### src/rtl/zbus_pkg.sv
// Shared encodings for the Z80-style bus master: command codes, FSM states
// and the bus strobe bundle.
package zbus_pkg;

    typedef enum logic [2:0] {
        CMD_IDLE = 3'd0,
        CMD_OPF  = 3'd1,
        CMD_MRD  = 3'd2,
        CMD_MWR  = 3'd3,
        CMD_IORD = 3'd4,
        CMD_IOWR = 3'd5
    } cmd_e;

    typedef enum logic [2:0] {
        S_IDLE = 3'd0,
        S_T1   = 3'd1,
        S_T2   = 3'd2,
        S_TW   = 3'd3,
        S_T3   = 3'd4,
        S_T4   = 3'd5
    } state_e;

    typedef struct packed {
        logic m1_n;
        logic mreq_n;
        logic iorq_n;
        logic rd_n;
        logic wr_n;
        logic rfsh_n;
    } strobes_t;

    localparam strobes_t STB_IDLE = '1;

    function automatic logic cmd_valid(input logic [2:0] c);
        return (c >= 3'd1) && (c <= 3'd5);
    endfunction

    function automatic logic is_io(input cmd_e c);
        return (c == CMD_IORD) || (c == CMD_IOWR);
    endfunction

endpackage

### src/rtl/zbus_master.sv
// Z80-style bus cycle generator: turns one command into an OPF, memory or I/O
// machine cycle, timed by zpos/zneg strobes derived from the Z80 clock.
module zbus_master
    import zbus_pkg::*;
(
    input  logic        fclk,
    input  logic        rst_n,
    input  logic        zpos,
    input  logic        zneg,
    input  logic        req,
    output logic        ack,
    input  logic [2:0]  cmd,
    input  logic [15:0] caddr,
    input  logic [7:0]  cdata,
    input  logic [7:0]  ireg,
    input  logic        wait_n,
    input  logic [7:0]  din,
    output logic [15:0] a,
    output logic [7:0]  dout,
    output logic        doe,
    output logic        m1_n,
    output logic        mreq_n,
    output logic        iorq_n,
    output logic        rd_n,
    output logic        wr_n,
    output logic        rfsh_n,
    output logic [7:0]  rdata,
    output logic        done
);

    state_e      state, state_nxt;
    cmd_e        cur_cmd, cur_cmd_nxt;
    strobes_t    stb, stb_nxt;
    logic [7:0]  data_q, data_nxt;
    logic        wt, wt_nxt;
    logic [6:0]  r_cnt, r_nxt;
    logic [15:0] a_nxt;
    logic [7:0]  dout_nxt, rdata_nxt;
    logic        doe_nxt, ack_nxt, done_nxt;
    logic        zp, zn, accept;

    // A coincident zneg is dropped so zpos alone decides the edge.
    assign zp = zpos;
    assign zn = zneg & ~zpos;

    assign m1_n   = stb.m1_n;
    assign mreq_n = stb.mreq_n;
    assign iorq_n = stb.iorq_n;
    assign rd_n   = stb.rd_n;
    assign wr_n   = stb.wr_n;
    assign rfsh_n = stb.rfsh_n;

    always_ff @(posedge fclk or negedge rst_n) begin
        if (!rst_n) begin
            state   <= S_IDLE;
            cur_cmd <= CMD_IDLE;
            stb     <= STB_IDLE;
            data_q  <= '0;
            wt      <= 1'b0;
            r_cnt   <= '0;
            a       <= '0;
            dout    <= '0;
            doe     <= 1'b0;
            rdata   <= '0;
            ack     <= 1'b0;
            done    <= 1'b0;
        end else begin
            // NOTE: non-blocking here so every register samples pre-edge values.
            state   <= state_nxt;
            cur_cmd <= cur_cmd_nxt;
            stb     <= stb_nxt;
            data_q  <= data_nxt;
            wt      <= wt_nxt;
            r_cnt   <= r_nxt;
            a       <= a_nxt;
            dout    <= dout_nxt;
            doe     <= doe_nxt;
            rdata   <= rdata_nxt;
            ack     <= ack_nxt;
            done    <= done_nxt;
        end
    end

    always_comb begin
        state_nxt = state;
        if (zp) begin
            case (state)
                S_IDLE:  if (req && cmd_valid(cmd)) state_nxt = S_T1;
                S_T1:    state_nxt = S_T2;
                S_T2:    state_nxt = (is_io(cur_cmd) || wt) ? S_TW : S_T3;
                S_TW:    state_nxt = wt ? S_TW : S_T3;
                S_T3: begin
                    if (cur_cmd == CMD_OPF)          state_nxt = S_T4;
                    else if (req && cmd_valid(cmd)) state_nxt = S_T1;
                    else                            state_nxt = S_IDLE;
                end
                S_T4:    state_nxt = (req && cmd_valid(cmd)) ? S_T1 : S_IDLE;
                default: state_nxt = S_IDLE;
            endcase
        end
    end

    // T1 is only ever reached from a zpos that accepts a command.
    assign accept = zp && (state_nxt == S_T1);

    always_comb begin
        // NOTE: every *_nxt gets a default first, so no path can infer a latch.
        cur_cmd_nxt = cur_cmd;
        stb_nxt     = stb;
        data_nxt    = data_q;
        wt_nxt      = wt;
        r_nxt       = r_cnt;
        a_nxt       = a;
        dout_nxt    = dout;
        doe_nxt     = doe;
        rdata_nxt   = rdata;
        ack_nxt     = 1'b0;
        done_nxt    = 1'b0;
        if (zp) begin
            case (state)
                S_IDLE: doe_nxt = 1'b0;
                S_T1: begin
                    if (is_io(cur_cmd)) begin
                        stb_nxt.iorq_n = 1'b0;
                        if (cur_cmd == CMD_IORD) begin
                            stb_nxt.rd_n = 1'b0;
                        end else begin
                            stb_nxt.wr_n = 1'b0;
                            dout_nxt     = data_q;
                            doe_nxt      = 1'b1;
                        end
                    end
                end
                S_T2, S_TW: begin
                    if (cur_cmd == CMD_OPF && state_nxt == S_T3) begin
                        rdata_nxt      = din;
                        stb_nxt.m1_n   = 1'b1;
                        stb_nxt.mreq_n = 1'b1;
                        stb_nxt.rd_n   = 1'b1;
                        stb_nxt.rfsh_n = 1'b0;
                        a_nxt          = {ireg, 1'b0, r_cnt};
                    end
                end
                S_T4: begin
                    stb_nxt.rfsh_n = 1'b1;
                    done_nxt       = 1'b1;
                    r_nxt          = r_cnt + 7'd1;
                end
                default: ;
            endcase
            if (accept) begin
                ack_nxt      = 1'b1;
                cur_cmd_nxt  = cmd_e'(cmd);
                data_nxt     = cdata;
                a_nxt        = caddr;
                doe_nxt      = 1'b0;
                wt_nxt       = 1'b0;
                stb_nxt.m1_n = (cmd_e'(cmd) != CMD_OPF);
            end
        end else if (zn) begin
            case (state)
                S_T1: begin
                    if (!is_io(cur_cmd)) begin
                        stb_nxt.mreq_n = 1'b0;
                        if (cur_cmd == CMD_MWR) begin
                            dout_nxt = data_q;
                            doe_nxt  = 1'b1;
                        end else begin
                            stb_nxt.rd_n = 1'b0;
                        end
                    end
                end
                S_T2: begin
                    if (!is_io(cur_cmd)) begin
                        wt_nxt = ~wait_n;
                        if (cur_cmd == CMD_MWR) stb_nxt.wr_n = 1'b0;
                    end
                end
                S_TW: wt_nxt = ~wait_n;
                S_T3: begin
                    if (cur_cmd == CMD_OPF) begin
                        stb_nxt.mreq_n = 1'b0;
                    end else begin
                        stb_nxt  = STB_IDLE;
                        done_nxt = 1'b1;
                        if (cur_cmd == CMD_MRD || cur_cmd == CMD_IORD) rdata_nxt = din;
                    end
                end
                S_T4: stb_nxt.mreq_n = 1'b1;
                default: ;
            endcase
        end
    end

endmodule

### config.mk
export PLATFORM = sky130hd
export DESIGN_NAME = zbus_master
export DESIGN_NICKNAME = d
export VERILOG_FILES = /design/src/rtl/zbus_pkg.sv /design/src/rtl/zbus_master.sv
export SDC_FILE = /design/constraint.sdc
export NUM_CORES = 1
export LEC_CHECK = 0
export ABC_CLOCK_PERIOD_IN_PS = 4250
export CAP_MARGIN = 0
export CORE_MARGIN = 3
export CORE_UTILIZATION = 52
export CTS_BUF_LIST = sky130_fd_sc_hd__clkbuf_4
export DETAILED_ROUTE_END_ITERATION = 10
export PLACE_DENSITY = 0.87
export SKIP_LAST_GASP = 1
export SLEW_MARGIN = 40
export SYNTH_ARGS = -nofsm -noshare
export SYNTH_HDL_FRONTEND = slang
export SYNTH_SLANG_ARGS = --single-unit
### constraint.sdc
create_clock -name fclk -period 4.25 [get_ports fclk]
set_input_delay 0.6375 -clock fclk [delete_from_list [all_inputs] [get_ports fclk]]
set_output_delay 0.6375 -clock fclk [all_outputs]
set_load 0.005 [all_outputs]
; Word level (Yosys, flattened, before mapping)
; Cells that the tools add are included.
[totals]
register_bits = 63
latchBits = 0
mem_bits_rw = 0
romBits = 0
input_bits = 49
output_inout_bits = 41
elab_cells = 165
memories = 0
[classes]
addsub = 1
multipliers = 0
div_mod_pow = 0
magnitude_cmp = 2
n_eq_ne = 35
shifts = 0
n_mux = 73
n_bitwise = 3
n_reduce_logical = 34
[ops]
columns = cell, count
row1 = $mux 8, 15
row2 = $mux 16, 3
row3 = $mux 1, 36
row4 = $ne 3x3->1 const B, 8
row5 = $reduce_and 5->1, 4
row6 = $mux 3, 6
row7 = $pmux 3 s6, 1
row8 = $eq 3x3->1 const B, 5
row9 = $ne 3x1->1 const B, 5
row10 = $reduce_bool 2->1, 7
row11 = $eq 3x2->1 const B, 4
row12 = $mux 6, 2
row13 = $pmux 1 s2, 6
row14 = $reduce_and 6->1, 2
row15 = $reduce_bool 3->1, 4
row16 = $ne 2x1->1 const B, 5
row17 = $eq 3x1->1 const B, 3
row18 = $reduce_and 9->1, 1
row19 = $ne 4x4->1 const B, 2
row20 = $reduce_and 8->1, 1
row21 = $add 7x1->7 const B, 1
row22 = $reduce_and 7->1, 1
row23 = $ne 2x2->1 const B, 3
row24 = $logic_and 1x1->1, 4
row25 = other kinds (14), 19

; Longest topological paths before layout
[depth]
ltp_word = 13
ltp_mapped = 10
mapped_depth_nobuf = 6

; Worst setup path before layout
; No wires, ideal clock.
[synth_timing]
path_kind = input -> register
from = input req
to = register data_q[1]
setup_ps = 125
arrival_ps = 2193
required_ps = 4125
path_slack_ps = 1932
cell_stages = 8
path_buffers = 2
path_cell_list = a21boi_0 > nand4b_1 > a211o_2 > or2_1 > buf_4 > inv_4 > buf_12 > mux2_4
[synth_between]
elab_chain_cells = 8
word_cells_on_any_way = 9
cone_classes = 1 x eq/ne / 5 x mux / 3 x reduce/logical
[synth_rtl]
columns = element, line
row1 = from (decl), zbus_master.sv:10  ; input logic req,
row2 = $logic_and 1x1->1 *, "zbus_master.sv:88, zbus_master.sv:94, zbus_master.sv:97"
row3 = $mux 1, "zbus_master.sv:94, zbus_master.sv:97"
row4 = $mux 3, zbus_master.sv:93  ; if (cur_cmd == CMD_OPF) state_nxt = S_T4;
row5 = $pmux 3 s6 *, zbus_master.sv:87  ; case (state)
row6 = $mux 3 *, zbus_master.sv:86  ; if (zp) begin
row7 = $eq 3x1->1 *, zbus_master.sv:104  ; assign accept = zp && (state_nxt == S_T1);
row8 = $logic_and 1x1->1 *, zbus_master.sv:104
row9 = $reduce_and 2->1 (no line) *, --
row10 = to (signal assigned), zbus_master.sv:72  ; data_q <= data_nxt;
row11 = to (decl), zbus_master.sv:34  ; logic [7:0] data_q, data_nxt;
; Every way passes the cells marked *; elsewhere a longest branch is shown, timed or not.
; A chain may end at the register's enable or synchronous reset.

; Worst setup path in the final report
[layout_timing]
from = input cmd[1]
to = register data_q[7]
[layout_between]
elab_chain_cells = 10
word_cells_on_any_way = 12
cone_classes = 2 x order compare / 1 x eq/ne / 5 x mux / 4 x reduce/logical
[layout_rtl]
columns = element, line
row1 = from (decl), zbus_master.sv:12  ; input logic [2:0] cmd,
row2 = $ge 3x1->1 or $le 3x3->1 (tied branches), zbus_pkg.sv:35  ; return (c >= 3'd1) && (c <= 3'd5);
row3 = $logic_and 1x1->1 *, zbus_pkg.sv:35
row4 = $logic_and 1x1->1 *, "zbus_master.sv:88, zbus_master.sv:94, zbus_master.sv:97"
row5 = $mux 1, "zbus_master.sv:94, zbus_master.sv:97"
row6 = $mux 3, zbus_master.sv:93
row7 = $pmux 3 s6 *, zbus_master.sv:87
row8 = $mux 3 *, zbus_master.sv:86
row9 = $eq 3x1->1 *, zbus_master.sv:104
row10 = $logic_and 1x1->1 *, zbus_master.sv:104
row11 = $reduce_and 2->1 (no line) *, --
; Marked as above.

==> impl_metrics.ini <==
[run_status]
run_status = finished clean

[detailed_routing]
wirelength_um = 7150
drcViolationCount = 0
vias = 2312
drtPass1Iterations = 4
viasPerCell = 5.71
antenna_left = 0
drtIter0Drc = 223
wl_per_cell_um = 17.7

[clock_tree]
cts_root_buf = clkbuf_4
postCtsHoldBufs = 0
cts_inserted_buffers = 9
cts_sinks = 63
cts_resized = 0
clk_path_buf_depth = 2
h-tree-depth = 3
path_clk_slew_ps = 110
clk_latency_ps = 420
post_cts_buffers = 0
tritoncts = yes

[yosys]
synth_top_family_by_area = compound AO/OA/AOI/OAI gates
synthMuxAreaShare = 0.139
yosys-top-cells-area = dfrtp_1, mux2_4, dfstp_2, mux2_2, o32a_1
yosys_warnings = 0
synth-compound-area-share = 0.156
synth_top_cell_by_area = dfrtp_1
syn-mean-instance-area_um2 = 12.4
ys.flop_type = dfrtp_1
synth_edf_count = 0
syn_area_um2 = 3010
yosysSeqAreaShare = 0.526
yosys.cell_types.count = 55
async_reset_ff_frac = 1.00
synth-seq-cells = 63
synth-simple-area-share = 0.111
synth_xor_area_frac = 0.0203
synth_top_area_frac = 0.473
synth_nets = 292
synthAdderAreaFrac = 0.00415
syn_inst = 242

[power]
p_leak_nw = 1.71
powerDensity_nw_per_um2 = 624
power_mw = 2.52
ir_worst_vdd_uv = 358

[grt]
antenna_found_initial = 0
track_usage = 0.226
gr-total-overflow = 0
grt_pass1_vias = 2269
grt_first_pass_wirelength_um = 11200
grt_max_degree = 34

[timing]
fin_crit_ps = 2660
tightest_slew_ps = 841
rsz0062_at_grt = false
finalSetupViolCount = 0
finalClockSkew_ps = 12.3
slew_violations = 0
hold_viol = 0
fmaxAchievable_ghz = 0.376
period_share = 0.626
setup_tns_ps = 0
relSlewSlack = 0.437

[die]
start_util = 0.541
die-area_um2 = 6740
core_area_um2 = 5570
die_x_um = 82.1
die_y_um = 82.1
num_rows = 27
ios = 90

[worst_setup_path]
crit_slowest_cell = a211o_2
path_max_fanout = 17
cp-end-kind = flop
worstSetupPathType = input pin to flop
cp_data_arrival_time_ps = 2970
start_kind = input pin
path_cells = clkdlybuf4s50_1 > a21boi_0 > nand4b_1 > a211o_2 > or2_1 > inv_4 > mux2_2
crit_path_max_incr_delay_ps = 500
critPathBufInv = 2
cp_top_family = compound AO/OA/AOI/OAI gates
cp.required_ps = 4570

[placed_design]
place_hpwl_um = 5090
port_buffers = 89
place_congestion = 0.925

[run]
drv_cap = 0

[final_layout]
layout_commonest_cell = clkdlybuf4s50_1
drive_above_1_share = 0.183
num_antenna_cells = 0
postLayoutCoreUtil = 0.723
final_nets = 378
syn_to_final_growth_pct = 33.8
layout_common_cells = clkdlybuf4s50_1, dfrtp_1, mux2_4, mux2_2, o21a_1

[worst_hold_path]
hold_path.class = input pin to async pin
==> kinds of logic after synthesis <==
logic type / after synthesis
adder cells (fa/ha/maj): 1
flip-flops: 63
buffers and inverters: 22
XOR/XNOR: 7
multiplexers: 33
AND/OR/NAND/NOR: 60
AO/OA/AOI/OAI: 56
==> path summary, 6_finish.rpt <==
path / cells after the start / end / from / slack (ps)
hold / removal: 1 / state[0] / rst_n / 240
setup reg to reg: 4 / rdata[4] / cur_cmd[1] / 1670
max in group asynchronous: 2 / rd_n / rst_n / 3130
min in group fclk: 2 / iorq_n / iorq_n / 490
hold reg to reg: 2 / iorq_n / iorq_n / 490
setup / recovery: 7 / data_q[7] / cmd[1] / 1590
==> synthesized netlist by cell type, drive strengths merged, types with 3 or more instances <==
library cell / n
a21oi: 6
buf: 12
clkbuf: 4
dfrtp: 57
dfstp: 6
inv: 6
mux2: 28
mux2i: 5
nand2: 12
nand2b: 4
nand3: 4
nand4: 3
nor2: 8
nor2b: 3
nor3: 9
nor3b: 7
o21a: 13
o21ai: 4
o32a: 12
or2: 3
xnor2: 4
xor2: 3
==> final cells by class <==
| type | instances | area (um^2) |
|---|---|---|
| Clock inverter | 7 | 63.8 |
| Tap cell | 72 | 90.1 |
| Multi-Input combinational cell | 157 | 1300 |
| Timing Repair Buffer | 91 | 901 |
| Inverter | 6 | 25.0 |
| Sequential cell | 63 | 1580 |
| Fill cell | 401 | 1540 |
| Clock buffer | 9 | 67.6 |
==> report_power, final <==
group	switching, mW	internal [mW]
Clock	0.227	0.174
Sequential	0.209	0.861
Combinational	0.392	0.652
Total	0.828	1.69
==> layer usage <==
metal  GRT usage  wire [um]  up-vias  share of wire
met5           0          0        -              0
met4      0.0980        170        0          0.024
met3      0.0705        614       22          0.086
met2       0.367       3490      106           0.49
met1       0.277       2880     1114           0.40
li1            -          -     1070              -
==> worst reg2reg max path, cell delays in order, from the launching register on <==
cell and delay, ps:
dfrtp_1 510, or3b_1 560, or3_1 740, o41ai_4 300, mux2_4 360
==> state kept, by name (all words and copies together), names as in the netlist, 3 cells and up <==
register and cells:
a 16, cur_cmd 3, data_q 8, dout 8, r_cnt 7, rdata 8
state 3
==> metrics by stage <==
stage / cells / hold slack, ps / instance area, um^2 / setup slack, ps
6_report: 405 / 243 / 4030 / 1590
5_1_grt: 405 / 293 / 4030 / 1510
4_1_cts: 405 / 265 / 4030 / 1570
3_5_place_dp: 389 / 477 / 3900 / 1150
3_3_place_gp: 389 / 472 / 3900 / 1210
2_1_floorplan: 242 / 342 / 3010 / 1930
(Power assumes the default switching activity.)
